[src/rtl/conv1_window_sequencer.sv]
// conv1 window sequencer: accepts a raster pixel stream and announces each complete KxK window.
// Optional: define CONV1_SEQ_WINCOUNT_EN to build the saturating per-frame window counter.
module conv1_window_sequencer #(
  parameter int IMG_W = 28,
  parameter int IMG_H = 28,
  parameter int K     = 5
) (
  input  logic       clk,
  input  logic       rst_n,
  input  logic       start,
  input  logic       abort,
  input  logic       pix_valid,
  output logic       pix_ready,
  output logic       win_valid,
  input  logic       win_ready,
  output logic [4:0] out_row,
  output logic [4:0] out_col,
  output logic       busy,
  output logic       done,
  output logic [9:0] win_count
);

  localparam int CW = (IMG_W > 1) ? $clog2(IMG_W) : 1;
  localparam int RW = (IMG_H > 1) ? $clog2(IMG_H) : 1;

  localparam logic [CW-1:0] COL_LAST = CW'(IMG_W - 1);
  localparam logic [RW-1:0] ROW_LAST = RW'(IMG_H - 1);
  localparam logic [CW-1:0] COL_K    = CW'(K - 1);
  localparam logic [RW-1:0] ROW_K    = RW'(K - 1);

  typedef enum logic [1:0] {
    IDLE  = 2'd0,
    RUN   = 2'd1,
    FLUSH = 2'd2,
    DONE  = 2'd3
  } state_t;

  state_t        state;
  logic [CW-1:0] col;
  logic [RW-1:0] row;

  logic accept;
  logic win_hit;
  logic last_pix;

  // A pixel may only enter when the window slot is free or being emptied this cycle.
  assign pix_ready = (state == RUN) && (!win_valid || win_ready);
  assign accept    = pix_valid && pix_ready;
  assign win_hit   = accept && (row >= ROW_K) && (col >= COL_K);
  assign last_pix  = (row == ROW_LAST) && (col == COL_LAST);

  always_ff @(posedge clk or negedge rst_n) begin
    if (!rst_n) begin
      state     <= IDLE;
      busy      <= 1'b0;
      done      <= 1'b0;
      row       <= '0;
      col       <= '0;
      win_valid <= 1'b0;
      out_row   <= '0;
      out_col   <= '0;
    end else if (abort) begin
      state     <= IDLE;
      busy      <= 1'b0;
      done      <= 1'b0;
      row       <= '0;
      col       <= '0;
      win_valid <= 1'b0;
      out_row   <= '0;
      out_col   <= '0;
    end else begin
      done <= 1'b0;

      case (state)
        IDLE: begin
          if (start) begin
            state <= RUN;
            busy  <= 1'b1;
          end
        end
        RUN: begin
          if (accept && last_pix) state <= FLUSH;
        end
        FLUSH: begin
          if (!win_valid || win_ready) begin
            state <= DONE;
            done  <= 1'b1;
          end
        end
        DONE: begin
          state <= IDLE;
          busy  <= 1'b0;
          row   <= '0;
          col   <= '0;
        end
        default: begin
          state <= IDLE;
          busy  <= 1'b0;
        end
      endcase

      if (accept) begin
        if (col == COL_LAST) begin
          col <= '0;
          row <= (row == ROW_LAST) ? '0 : row + 1'b1;
        end else begin
          col <= col + 1'b1;
        end
      end

      // A new window in the same cycle as a handoff keeps valid high for back-to-back output.
      if (win_hit) begin
        win_valid <= 1'b1;
        out_row   <= 5'(row - ROW_K);
        out_col   <= 5'(col - COL_K);
      end else if (win_ready) begin
        win_valid <= 1'b0;
      end
    end
  end

`ifdef CONV1_SEQ_WINCOUNT_EN
  logic [9:0] win_count_reg;

  always_ff @(posedge clk or negedge rst_n) begin
    if (!rst_n) begin
      win_count_reg <= '0;
    end else if (abort) begin
      win_count_reg <= '0;
    end else if ((state == IDLE) && start) begin
      win_count_reg <= '0;
    end else if (win_valid && win_ready && (win_count_reg != 10'h3FF)) begin
      win_count_reg <= win_count_reg + 1'b1;
    end
  end

  assign win_count = win_count_reg;
`else
  assign win_count = '0;
`endif

endmodule

[config.mk]
export PLATFORM = sky130hd
export DESIGN_NAME = conv1_window_sequencer
export DESIGN_NICKNAME = d
export VERILOG_FILES = /design/src/rtl/conv1_window_sequencer.sv
export SDC_FILE = /design/constraint.sdc
export NUM_CORES = 1
export LEC_CHECK = 0
export ABC_AREA = 1
export ABC_CLOCK_PERIOD_IN_PS = 3600
export CAP_MARGIN = 15
export CORE_ASPECT_RATIO = 2
export CORE_MARGIN = 3
export CORE_UTILIZATION = 30
export CTS_BUF_LIST = sky130_fd_sc_hd__clkbuf_4
export DETAILED_ROUTE_END_ITERATION = 7
export PLACE_DENSITY = 0.57
export SLEW_MARGIN = 20
export SYNTH_ARGS = -nofsm -noshare
export SYNTH_HDL_FRONTEND = slang
export SYNTH_SLANG_ARGS = --single-unit
[constraint.sdc]
create_clock -name clk -period 3.6 [get_ports clk]
set_input_delay 1.08 -clock clk [delete_from_list [all_inputs] [get_ports clk]]
set_output_delay 1.08 -clock clk [all_outputs]
set_load 0.03 [all_outputs]
==> results.tsv, run 1 <==
metric	value	unit
outcome	completed	
RD Place Congestion	0.773	
full die area	6680	sq um
number of instances in the placed design	275	
area grow syn2layout	13.3	%
area of placed instances	1900	sq um
number of antenna diodes	0	
post-CTS resize count	0	
number of buffers added on ports	19	
Max-Cap Viols	0	
number of buffers inserted by hold repair at cts	0	
gr busiest metal	met2	
routed len/inst	12.2	um
Routed Antenna Nets	0	
Final Core Density	35.3	%
max-slew violation count	0	
cell area after synthesis	1700	sq um
Non-Filler Instances	279	
post-synthesis average cell area	8.48	sq um
via count of the first global-routing pass	1336	
Reg clk slew, reported paths	0.15	ns
maximum buffer depth of the clock tree	2	
Reg area	626	sq um
Setup Skew	0.00695	ns
first-pass detailed-route iteration total	4	
Via-to-Cell Ratio	4.74	
Post-Layout Inst Area	1930	sq um
combined global-route utilization of all metal layers	11.4	%
fraction of post-synthesis cell area in the top cell type by area	36.7	%
sum of negative setup slack	0	ns
mux share of post-synthesis cell area	0	%
met3 track utilization from global routing	0.806	%
endpoints failing hold	0	
basic-gate share of the synthesized area counting and, or, nand and nor cells	31.2	%
count of warnings emitted by yosys	0	
share of synthesized area occupied by flip-flops and latches	36.7	%
via count	1323	
count of filler cells inserted in the layout	564	
Final Power	0.000710	W
Critical Path AT	1.95	ns
global-route wire length before repair	5940	um
antenna violations before repair	0	
fmax	0.330	GHz
wirelength, routed	3420	um
number of DRC violations after detailed-routing iteration 0	18	
post-CTS setup-driven buffer insertion count	0	
class of the most critical setup path	primary input to primary output	
die width	59.3	um
initial core utilization	31.2	%
I/O pin cnt	30	
Worst Setup Start Kind	primary input	
met2 Use GR	21.8	%
clk root buf	clkbuf_4	
Layout Nets	243	
# H-tree levels	1	
height of the die	113	um
half-perimeter wire length after detailed placement	2630	um
cell types with the largest area share after synthesis	dfrtp_1 (37%), ha_1 (12%), nand2_1 (9.0%)	
DRC violations left	0	
required time at the worst-slack endpoint	2.52	ns
largest family of logic cells by synthesized area	simple AND/OR/NAND/NOR gates	
Max IR drop VDD	0.000233	V
count of cell types in the netlist	28	
Least-Margin Pin Slew	0.503	ns
cell type contributing the most total cell area after synthesis	dfrtp_1	
worst skew pair latency	0.33	ns
count of state elements after synthesis	25	
part of the cycle the worst path needs	84.3	%
fin crit period	3.03	ns
core outline area	5470	sq um
GR Util met1	11.4	%
share of post-route cells with drive strength above 1	16.0	%
static power due to leakage	0.930	nW
number of buffers created by CTS	3	
xor/xnor cell area share of the yosys netlist	2.57	%
largest fanout of any net on the critical path	2	
setup repair after global routing missed its margin	no	
number of placement rows	38	
TritonCTS clock tree	done	
worst max-slew margin expressed relative to the limit	66.4	%
worst min path class	register to register	
multi-input logic area	906	sq um
Finish-stage setup viols	0	
number of clock sinks seen by CTS	25	
fraction of the mapped netlist area in compound gates	4.70	%
adder and majority cell fraction of the synthesized area	12.5	%
maximum number of pins on one net before global-route repair	26	
overall overflow remaining after global route	0	
number of instances in the synthesized netlist	201	
kind of end point of the critical path	primary output	
Pwr Density	368	nW/um^2
-- cells in the final DEF, fill, tap and decap left out, types with 2 or more instances in the layout --
cell and n:
dfrtp_1 25, buf_4 3, nor2_2 2, nand2_1 41, conb_1 10, nor2_1 11
xor2_1 4, clkdlybuf4s50_1 18, nand3_2 11, clkbuf_4 3, inv_2 9, nand3_1 15
a21oi_1 5, o21ai_0 2, inv_1 16, nand4_1 12, ha_1 17, o22ai_1 5
-- Yosys cell counts --
cell type	count
a21oi_1	5
dfrtp_1	25
clkbuf_1	1
nand4_1	12
a21oi_2	1
nor2_4	1
xnor2_1	1
nand3_4	1
buf_6	1
inv_1	16
xor2_1	4
o21ai_0	2
nand2_1	41
ha_1	17
inv_2	9
nand2_2	1
o22ai_1	5
nor3_2	1
nor2_1	11
nor2_2	2
nand2_4	1
conb_1	1
o21ai_1	1
buf_4	11
nand3_2	11
nand3b_1	1
buf_2	3
nand3_1	15
-- sequential cells by signal, summed over array words and instances, names as in the netlist --
| name | count |
|---|---|
| col | 5 |
| out_col | 5 |
| out_row | 5 |
| row | 5 |
| state | 2 |
| busy | 1 |
| done | 1 |
| win_valid | 1 |
-- layer usage --
layer | vias up | part of all wire (%)
met5 | - | 0
met2 | 26 | 57
met1 | 617 | 38
met3 | 6 | 2.8
met4 | 0 | 2.4
li1 | 674 | -
-- where the power goes --
part           switching (W)  leakage (nW)  total, W  internal (W)
Sequential         0.0000246         0.345  0.000328      0.000303
Clock              0.0000945        0.0177  0.000136     0.0000418
Combinational       0.000160         0.568  0.000246     0.0000857
Total               0.000279         0.930  0.000710      0.000430
-- cell families (layout without fill, tap and decap cells) --
| family | after synthesis | count (layout) |
|---|---|---|
| simple gates | 98 | 98 |
| buf+inv | 41 | 50 |
| flops | 25 | 25 |
| fa+ha+maj | 17 | 17 |
| compound gates | 14 | 14 |
| xor+xnor | 5 | 5 |
| other cells | 1 | 10 |
-- final cells by class --
class,instances,area share (%)
clock buffer,3,1.17
timing repair buffer,21,10.5
inverter,25,4.86
multi-input combinational,144,46.9
clock inverter,1,0.259
sequential,25,32.4
tap,60,3.89
-- critical path: stages --
cell and delay (ns):
clkdlybuf4s50_1 0.47, inv_2 0.05, a21oi_1 0.16, buf_4 0.19
-- path summary, 6_finish.rpt --
check / start / to / slack (ns) / depth (start not counted)
max: win_ready / pix_ready / 0.57 / 4
min: out_row[4] / out_row[4] / 0.52 / 2
max reg2reg: col[0] / out_col[0] / 1.77 / 7
min reg2reg: out_row[4] / out_row[4] / 0.52 / 2
max in group asynchronous: rst_n / out_row[4] / 2.26 / 2
min in group asynchronous: rst_n / out_row[3] / 1.09 / 2
-- per-stage QoR --
stage	hold WS, ns	setup WS (ns)
after global placement	0.487	0.581
after floorplan	0.490	0.894
after detailed placement	0.493	0.559
after CTS	0.530	0.556
after global routing	0.553	0.527
final	0.522	0.566
Power figures use the tool's default switching activity.
==> run 2: changes to the inputs <==
ABC_CLOCK_PERIOD_IN_PS = 2600   (was 3600)
PLACE_DENSITY = 0.59   (was 0.57)
clock period = 2.6 ns   (was 3.6 ns; I/O delays follow)
==> results.tsv, run 2 (synthesis gave the netlist of run 1 again) <==
metric	value	unit
number of buffers inserted by hold repair at cts	0	
gr busiest metal	met2	
first-pass detailed-route iteration total	4	
die width	59.3	um
met2 Use GR	20.5	%
top library cells by usage in the layout, fill and taps aside	nand2_1 (41), dfrtp_1 (25), clkdlybuf4s50_1 (18), ha_1 (17), inv_1 (16)	
Reg clk slew, reported paths	0.13	ns
RD Place Congestion	0.778	
half-perimeter wire length after detailed placement	2700	um
sum of negative setup slack	0	ns
Critical R2R Capture	out_col[0]	
core outline area	5470	sq um
height of the die	113	um
antenna violations before repair	0	
post-CTS setup-driven buffer insertion count	0	
design internal power	0.000612	W
area of placed instances	1930	sq um
number of DRC violations after detailed-routing iteration 0	27	
Worst Setup Start Kind	primary input	
area grow syn2layout	14.8	%
number of buffers created by CTS	3	
max-slew violation count	0	
TritonCTS clock tree	done	
wirelength, routed	3370	um
class of the most critical setup path	primary input to primary output	
# H-tree levels	1	
part of the cycle the worst path needs	93.3	%
outcome	completed	
fin crit period	2.43	ns
fmax	0.412	GHz
Layout Nets	246	
setup slack on the worst flop-to-flop path	1.03	ns
worst hold slack across all endpoints	0.518	ns
launch point of the worst path	win_ready	
met3 track utilization from global routing	0.921	%
worst min path class	register to register	
leading cell type in the layout, fill and taps excluded	nand2_1	
via count of the first global-routing pass	1278	
part of the total power dissipated in sequential elements	45.8	%
capturing element of the worst setup path	pix_ready	
global-route wire length before repair	5690	um
clock network power share	19.1	%
overall overflow remaining after global route	0	
Critical Path AT	1.65	ns
number of clock sinks seen by CTS	25	
I/O pin cnt	30	
DRC violations left	0	
Post-Layout Inst Area	1960	sq um
required time at the worst-slack endpoint	1.82	ns
combined global-route utilization of all metal layers	10.8	%
endpoints failing hold	0	
share of post-route cells with drive strength above 1	17.1	%
maximum number of pins on one net before global-route repair	26	
setup repair after global routing missed its margin	no	
static power due to leakage	0.947	nW
kind of end point of the critical path	primary output	
R2R Path Start	state[1]	
Setup Skew	0.0103	ns
number of buffers added on ports	19	
post-CTS resize count	0	
maximum buffer depth of the clock tree	2	
Finish-stage setup viols	0	
fraction of power spent switching nets	38.2	%
largest fanout of any net on the critical path	2	
GR Util met1	11.5	%
Via-to-Cell Ratio	4.70	
worst skew pair latency	0.32	ns
Final Power	0.000991	W
routed len/inst	11.9	um
initial core utilization	31.2	%
via count	1324	
Routed Antenna Nets	0	
Pwr Density	507	nW/um^2
number of placement rows	38	
Max IR drop VDD	0.000328	V
Max-Cap Viols	0	
full die area	6680	sq um
power share of the combinational group	35.2	%
Sw Pwr	0.000379	W
clk root buf	clkbuf_4	
number of antenna diodes	0	
depth of the worst register-to-register path	7	
[run 2: cell count changes in the layout (fill, tap and decap cells not counted)]
cell      change
clkbuf_4      +1
clkinv_2      -1
buf_4         +3
[run 2: critical path: stages]
cell	delay (ns)
clkdlybuf4s50_1	0.47
inv_2	0.05
a21oi_1	0.15
buf_4	0.19
[run 2: worst min path at each step]
stage                    start  cells past startpoint         end  slack [ns]
floorplan                rst_n                      0        busy        0.48
global placement    out_row[0]                      2  out_row[0]        0.49
detailed placement  out_row[0]                      2  out_row[0]        0.49
CTS                 out_row[0]                      2  out_row[0]        0.53
global route        out_row[0]                      2  out_row[0]        0.55
finish              out_col[3]                      2  out_col[3]        0.52
[run 2: metrics by stage]
stage,cells,worst slack [ns],util (%)
floorplan,210,0.494,-
global placement,278,0.180,35.2
detailed placement,278,0.174,35.2
CTS,282,0.174,35.8
global route,282,0.138,35.8
finish,282,0.174,35.8
[run 2: routing by layer]
metal / vias up / wire length (um)
li1: 675 / -
met1: 623 / 1220
met2: 24 / 1990
met3: 2 / 108
met4: 0 / 45
met5: - / 0
[run 2: power groups by stage]
| stage | Clock (W) | Sequential [W] | Combinational [W] |
|---|---|---|---|
| floorplan | 0 | 0.000474 | 0.000244 |
| global placement | 0 | 0.000462 | 0.000347 |
| detailed placement | 0 | 0.000462 | 0.000354 |
| CTS | 0.000199 | 0.000454 | 0.000355 |
| global route | 0.000214 | 0.000460 | 0.000391 |
| finish | 0.000189 | 0.000453 | 0.000348 |
[run 2: final cells by class]
class,count,area [sq um]
clock buffers,4,30.0
fillers,552,3510
inverters,25,93.8
multi-input cells,144,906
flip-flops and latches,25,626
well taps,60,75.1
repair buffers,24,225
